## config.mk

```make
export PLATFORM = sky130hd
export DESIGN_NAME = motor_pwm_driver
export DESIGN_NICKNAME = d
export VERILOG_FILES = /design/src/rtl/motor_pwm_driver_pkg.sv /design/src/rtl/motor_pwm_driver_canal.sv /design/src/rtl/motor_pwm_driver.sv
export SDC_FILE = /design/constraint.sdc
export NUM_CORES = 1
export LEC_CHECK = 0
export ABC_AREA = 1
export ABC_CLOCK_PERIOD_IN_PS = 2350
export CORE_ASPECT_RATIO = 0.7
export CORE_MARGIN = 2
export CORE_UTILIZATION = 52
export DETAILED_ROUTE_END_ITERATION = 8
export HOLD_SLACK_MARGIN = 0.1
export PLACE_DENSITY = 0.77
export SYNTH_ARGS = -nofsm -noshare
export SYNTH_HDL_FRONTEND = slang
export SYNTH_SLANG_ARGS = --single-unit
```

## constraint.sdc

```tcl
create_clock -name clk -period 2.35 [get_ports clk]
set_clock_uncertainty 0.05 [all_clocks]
set_input_delay 0.3525 -clock clk [delete_from_list [all_inputs] [get_ports clk]]
set_output_delay 0.3525 -clock clk [all_outputs]
set_load 0.02 [all_outputs]
```

## src/rtl/motor_pwm_driver_pkg.sv

```systemverilog
// Shared encodings and BCD helpers for the dual-channel H-bridge PWM driver.
package motor_pwm_driver_pkg;

    localparam logic [1:0] DIR_FWD = 2'b10;
    localparam logic [1:0] DIR_REV = 2'b01;
    localparam logic [1:0] DIR_STP = 2'b00;

    localparam logic [11:0] BCD_MAX = 12'h999;

    typedef enum logic [1:0] {
        ST_STOP = 2'b00,
        ST_DEAD = 2'b01,
        ST_RUN  = 2'b10
    } state_e;

    // Three-digit BCD increment with wrap 999 -> 000.
    function automatic logic [11:0] bcd_inc(input logic [11:0] v);
        logic [11:0] r;
        r = v;
        if (v == BCD_MAX) begin
            r = 12'h000;
        end else if (v[3:0] != 4'd9) begin
            r[3:0] = v[3:0] + 4'd1;
        end else begin
            r[3:0] = 4'd0;
            if (v[7:4] != 4'd9) begin
                r[7:4] = v[7:4] + 4'd1;
            end else begin
                r[7:4]  = 4'd0;
                r[11:8] = v[11:8] + 4'd1;
            end
        end
        return r;
    endfunction

    // Any non-decimal digit saturates the duty to full scale.
    function automatic logic [11:0] bcd_clean(input logic [11:0] v);
        if ((v[11:8] > 4'd9) || (v[7:4] > 4'd9) || (v[3:0] > 4'd9)) begin
            return BCD_MAX;
        end
        return v;
    endfunction

    function automatic logic dir_is_run(input logic [1:0] d);
        return (d == DIR_FWD) || (d == DIR_REV);
    endfunction

endpackage

```

## src/rtl/motor_pwm_driver_canal.sv

```systemverilog
// One H-bridge channel: period-synchronous state machine, duty latch, PWM compare and pin drive.
module canal_motor
    import motor_pwm_driver_pkg::*;
#(
    parameter int DEAD_PER = 2
) (
    input  logic        clk,
    input  logic        rst_n,
    input  logic        per_start,
    input  logic [11:0] count,
    input  logic [1:0]  dir_req,
    input  logic [11:0] duty_req,
    output logic        pin_hi,
    output logic        pin_lo,
    output logic        pwm,
    output logic [1:0]  stare
);

    localparam int DW = (DEAD_PER > 1) ? $clog2(DEAD_PER + 1) : 1;

    state_e      state_q, state_n;
    logic [1:0]  dir_q, dir_n;
    logic [11:0] duty_q, duty_n;
    logic [DW-1:0] dead_q, dead_n;
    logic [1:0]  pins_q;
    logic        pwm_q;

    // Requests are only looked at on the period boundary; everything else holds.
    always_comb begin
        state_n = state_q;
        dir_n   = dir_q;
        duty_n  = duty_q;
        dead_n  = dead_q;
        if (per_start) begin
            case (state_q)
                ST_STOP: begin
                    if (dir_is_run(dir_req)) begin
                        state_n = ST_RUN;
                        dir_n   = dir_req;
                        duty_n  = bcd_clean(duty_req);
                    end
                end
                ST_RUN: begin
                    if (!dir_is_run(dir_req)) begin
                        state_n = ST_STOP;
                        dir_n   = DIR_STP;
                    end else if (dir_req == dir_q) begin
                        duty_n = bcd_clean(duty_req);
                    end else begin
                        state_n = ST_DEAD;
                        dead_n  = DW'(DEAD_PER);
                    end
                end
                ST_DEAD: begin
                    // A zero load still costs one full period, so pins never flip directly.
                    if (dead_q <= DW'(1)) begin
                        dead_n = '0;
                        if (dir_is_run(dir_req)) begin
                            state_n = ST_RUN;
                            dir_n   = dir_req;
                            duty_n  = bcd_clean(duty_req);
                        end else begin
                            state_n = ST_STOP;
                            dir_n   = DIR_STP;
                        end
                    end else begin
                        dead_n = dead_q - DW'(1);
                    end
                end
                default: begin
                    state_n = ST_STOP;
                    dir_n   = DIR_STP;
                end
            endcase
        end
    end

    // Outputs are registered from the next state so pins and state switch on the same edge.
    always_ff @(posedge clk or negedge rst_n) begin
        if (!rst_n) begin
            state_q <= ST_STOP;
            dir_q   <= DIR_STP;
            duty_q  <= 12'h000;
            dead_q  <= '0;
            pins_q  <= 2'b00;
            pwm_q   <= 1'b0;
        end else begin
            state_q <= state_n;
            dir_q   <= dir_n;
            duty_q  <= duty_n;
            dead_q  <= dead_n;
            case (state_n)
                ST_STOP: begin
                    pins_q <= 2'b11;
                    pwm_q  <= 1'b1;
                end
                ST_RUN: begin
                    pins_q <= dir_n;
                    pwm_q  <= (count < duty_n);
                end
                default: begin
                    pins_q <= 2'b00;
                    pwm_q  <= 1'b0;
                end
            endcase
        end
    end

    assign pin_hi = pins_q[1];
    assign pin_lo = pins_q[0];
    assign pwm    = pwm_q;
    assign stare  = state_q;

endmodule

```

## src/rtl/motor_pwm_driver.sv

```systemverilog
// Dual H-bridge PWM driver: shared prescaler and BCD period counter feeding two channels.
module motor_pwm_driver
    import motor_pwm_driver_pkg::*;
#(
    parameter int PRESC    = 50,
    parameter int DEAD_PER = 2
) (
    input  logic        clk,
    input  logic        rst_n,
    input  logic [1:0]  directie_driverA,
    input  logic [1:0]  directie_driverB,
    input  logic [11:0] factor_dc_driverA,
    input  logic [11:0] factor_dc_driverB,
    output logic        in1,
    output logic        in2,
    output logic        in3,
    output logic        in4,
    output logic        pwm_a,
    output logic        pwm_b,
    output logic [1:0]  stare_a,
    output logic [1:0]  stare_b,
    output logic        per_start
);

    localparam int PW = (PRESC > 1) ? $clog2(PRESC) : 1;

    logic [PW-1:0] presc_cnt;
    logic          tick;
    logic [11:0]   bcd_cnt;

    assign tick = (presc_cnt == PW'(PRESC - 1));

    always_ff @(posedge clk or negedge rst_n) begin
        if (!rst_n) begin
            presc_cnt <= '0;
        end else if (tick) begin
            presc_cnt <= '0;
        end else begin
            presc_cnt <= presc_cnt + 1'b1;
        end
    end

    // per_start is high for the single clk in which the counter has just wrapped to 000.
    always_ff @(posedge clk or negedge rst_n) begin
        if (!rst_n) begin
            bcd_cnt   <= 12'h000;
            per_start <= 1'b0;
        end else if (tick) begin
            bcd_cnt   <= bcd_inc(bcd_cnt);
            per_start <= (bcd_cnt == BCD_MAX);
        end else begin
            per_start <= 1'b0;
        end
    end

    canal_motor #(.DEAD_PER(DEAD_PER)) u_canal_a (
        .clk       (clk),
        .rst_n     (rst_n),
        .per_start (per_start),
        .count     (bcd_cnt),
        .dir_req   (directie_driverA),
        .duty_req  (factor_dc_driverA),
        .pin_hi    (in1),
        .pin_lo    (in2),
        .pwm       (pwm_a),
        .stare     (stare_a)
    );

    canal_motor #(.DEAD_PER(DEAD_PER)) u_canal_b (
        .clk       (clk),
        .rst_n     (rst_n),
        .per_start (per_start),
        .count     (bcd_cnt),
        .dir_req   (directie_driverB),
        .duty_req  (factor_dc_driverB),
        .pin_hi    (in3),
        .pin_lo    (in4),
        .pwm       (pwm_b),
        .stare     (stare_b)
    );

endmodule

```

==> summary.md <==
| Metric | Value |
|---|---|
| Run status | `finished, violations left` |
| Violations in the final reports | `negative setup slack` |
| Total Routed Length | `11,500 µm` |
| Worst setup path category | `flip-flop to flip-flop` |
| CP Data Required Time | `2590 ps` |
| Area of the die | `8190 µm²` |
| Area Overhead vs Synth | `51.2%` |
| Syn Inst Count | `493` |
| Clock latency on the worst-skew pair | `350 ps` |
| Boundary Pins | `41` |
| Routed vias | `4,064` |
| Areal power density over the cells | `401 nW/µm²` |
| Multi-input gate area in the final layout | `2350 µm²` |
| YS warnings | `0` |
| Total half-perimeter wirelength after legalization and detailed placement | `7470 µm` |
| CP endpoint kind | `flip-flop` |
| Final GP Congestion | `0.891` |
| Placed cell areas | `5180 µm²` |
| Number of diodes added for antenna fixing | `0` |
| Sum of negative setup slack | `-724 ps` |
| Clock-pin slew reported for the worst setup and hold paths after clock tree synthesis | `70 ps` |
| Post-Syn Nets | `565` |
| Synth Register Bits | `61` |
| Setup repair after global routing missed its margin | `true` |
| Endpoints failing hold | `0` |
| Cell Area, Synth | `3890 µm²` |
| Critical Path AT | `2990 ps` |
| Worst-path fanout max | `5` |
| Dominant cell type by area after synthesis | `dfrtp_1` |
| Hold Crit Class | `input port to asynchronous set/reset pin` |
| Cell area after layout | `5880 µm²` |
| Final Max Tran Viols | `0` |
| Detail Route met3 WL | `707 µm` |
| Height of the chip | `76.3 µm` |
| Area taken by flip-flops and latches | `1530 µm²` |
| Max Cap Violations | `0` |
| Number of detailed-routing iterations run before antenna repair | `5` |
| Final setup slack of the worst path | `-404 ps` |
| Transition time at the pin with the least slew margin | `485 ps` |
| Part of the Yosys area used for sequential elements | `0.393` |
| Commonest non-fill, non-tap cell in the layout | `buf_4` |
| Leakage power | `3.04 nW` |
| Proportion of netlist area held by the largest area contributor | `0.393` |
| Congestion Overflow GR | `0` |
| Distinct cell type count of the synthesized netlist | `39` |
| Vias in the first global route | `4,089` |
| Syn_area_per_cell | `7.89 µm²` |
| Clock buffers created by TritonCTS | `9` |
| Post-DR wirelength/cell | `15.3 µm` |
| Setup-violating endpoint count in the final report | `2` |
| Reg-to-reg startpoint | `u_canal_b.stare[0]` |
| Clock tree from TritonCTS | `done` |
| Count of unresolved DRC violations after routing | `0` |
| Ordered list of cells on the worst path | `buf_6, ha_4, nand2_4, nand2_4, nand2_4, o21ai_4, nand3_2, o22ai_4, inv_2, ha_4, a21oi_2, nor2_2, a211oi_2, o21ai_1, nor4_1, nand2_1, nand2_1` |
| Number of antenna violations at the first check in global routing | `0` |
| 1st-iter DRT viols | `272` |
| Capturing point of the worst reg2reg path | `u_canal_b.pwm` |
| Via count normalized by instance count | `5.40` |
| Maximum vdd ir drop | `0.303 mV` |
| All-layer global routing usage | `0.287` |
| CP Launch Point | `u_canal_b.stare[0]` |
| Cell seen most often among critical-path stages | `nand2_4` |
| Count of clock tree sinks | `61` |
| Die width | `107 µm` |
| Ratio of cells with drive above 1 in the final layout | `0.339` |
| Commonest cells after routing, fill and taps aside | `buf_4, inv_1, nand2_1` |
| Floorplan Core Area | `7290 µm²` |
| Maximum operating frequency | `363 MHz` |
| Sum of routed wire segments on met1 | `4900 µm` |
| Stage delay of the slowest cell on the critical path | `440 ps` |
| Critical-path top delay cell | `dfrtp_2` |
| Clock root buffer | `clkbuf_8` |
| Count of cells along the worst register-to-register path | `17` |
| Final Cycle Share | `1.17` |
| Top sig layer | `met4` |
| Min Clock Period, post-route | `2750 ps` |
| Number of nets with antenna violations after detailed routing | `0` |
| Initial core utilization | `0.533` |
| Worst relative slew slack | `0.674` |
| Worst slack on hold paths | `427 ps` |
| Setup slack, reg-to-reg | `-400 ps` |
| Number of filler cells placed in the layout | `417` |
| Top cells by area in the synthesized netlist | `dfrtp_1, ha_1, inv_1, nand2_1, o21ai_0` |
| Maximum root-to-sink buffer count | `2` |
| Number of I/O port buffers | `40` |
| Maximum number of pins on one net before global-route repair | `28` |
| Met2 wire length | `5610 µm` |
| FP Rows | `26` |
| NumNets Final | `721` |
| Nature of the critical path startpoint | `flip-flop` |
| First-pass GRT wire length | `18,500 µm` |
| H-Tree Depth | `3` |
[flip-flops by register name, summed over array words and instances (netlist names)]
| signal | cells |
|---|---|
| bcd_cnt | 12 |
| u_canal_a.duty_q | 12 |
| u_canal_b.duty_q | 12 |
| presc_cnt | 6 |
| u_canal_a.dead_q | 2 |
| u_canal_a.dir_q | 2 |
| u_canal_a.pins_q | 2 |
| u_canal_a.stare | 2 |
| u_canal_b.dead_q | 2 |
| u_canal_b.dir_q | 2 |
| u_canal_b.pins_q | 2 |
| u_canal_b.stare | 2 |
| per_start | 1 |
| u_canal_a.pwm | 1 |
| u_canal_b.pwm | 1 |
[worst max-delay path: cells and delay by family (launching register included)]
family	cells	cell delay (ps)
compound gates	5	750
fa+ha+maj	2	380
buf+inv	2	200
flops	1	440
simple gates	8	870
[layer usage]
layer	track usage	vias to the layer above
met5	0	-
met4	0.0987	0
met1	0.365	1960
met2	0.475	138
li1	-	1931
met3	0.0744	35
[area by class of cell]
class | instances | area share
clock inverters | 4 | 0.00809
repair buffers | 148 | 0.209
well taps | 98 | 0.0209
flip-flops and latches | 61 | 0.261
multi-input cells | 315 | 0.400
inverters | 114 | 0.0771
clock buffers | 12 | 0.0247
[power breakdown]
part	leakage [nW]	total, mW	switching, mW	internal, mW
logic	2.19	0.342	0.173	0.169
clock network	0.0964	0.942	0.427	0.516
registers	0.752	1.07	0.00562	1.06
total	3.04	2.35	0.605	1.75
[per-stage QoR]
stage	total power [mW]	util	setup WS, ps	std cells
CTS	2.34	0.780	-281	748
detailed placement	1.38	0.711	-955	713
finish	2.35	0.806	-404	752
global placement	1.37	0.711	-877	713
floorplan	1.22	-	-197	493
global route	2.45	0.806	-475	752
[cells in the mapped netlist]
library cell,count
a211oi_1,2
a21o_1,1
a21oi_1,22
a221oi_1,1
a22o_1,1
a22oi_1,6
a31oi_1,1
a32o_1,3
a32oi_1,1
buf_2,1
clkbuf_1,1
clkbuf_2,1
clkinv_1,1
dfrtp_1,61
ha_1,42
inv_1,109
inv_2,4
nand2_1,85
nand3_1,25
nand3_2,1
nand3b_1,1
nand4_1,6
nor2_1,33
nor2_2,3
nor2_4,2
nor3_1,8
nor3b_1,2
nor4_1,1
nor4_4,1
o2111ai_1,2
o21ai_0,28
o21ai_1,3
o21bai_1,1
o221a_2,1
o22ai_1,21
o31ai_1,2
or2_2,4
xnor2_1,3
xor2_1,2
[how the worst max path moves through the flow]
stage,endpoint,slack [ps]
final,u_canal_b.pwm,-400
after global routing,u_canal_b.pwm,-480
after CTS,u_canal_a.pwm,-280
after detailed placement,u_canal_b.pwm,-960
after global placement,u_canal_b.pwm,-880
after floorplan,u_canal_b.pwm,-200
[logic make-up after synthesis]
group	after synthesis	synth area share
AOI/OAI and AO/OA	96	0.149
xor gates and xnor gates	5	0.0113
and+or+nand+nor	172	0.199
DFF	61	0.393
adders and majority gates	42	0.135
buffers and inverters	117	0.114
[timing repair]
action	4_1_cts	5_1_grt
hold buffers	1	0
setup buffers	18	4
endpoints found under the hold margin	17	0
endpoints found under the setup margin	2	2
pin swaps	30	25
resized for setup	38	38
Power figures use the tool's default switching activity.
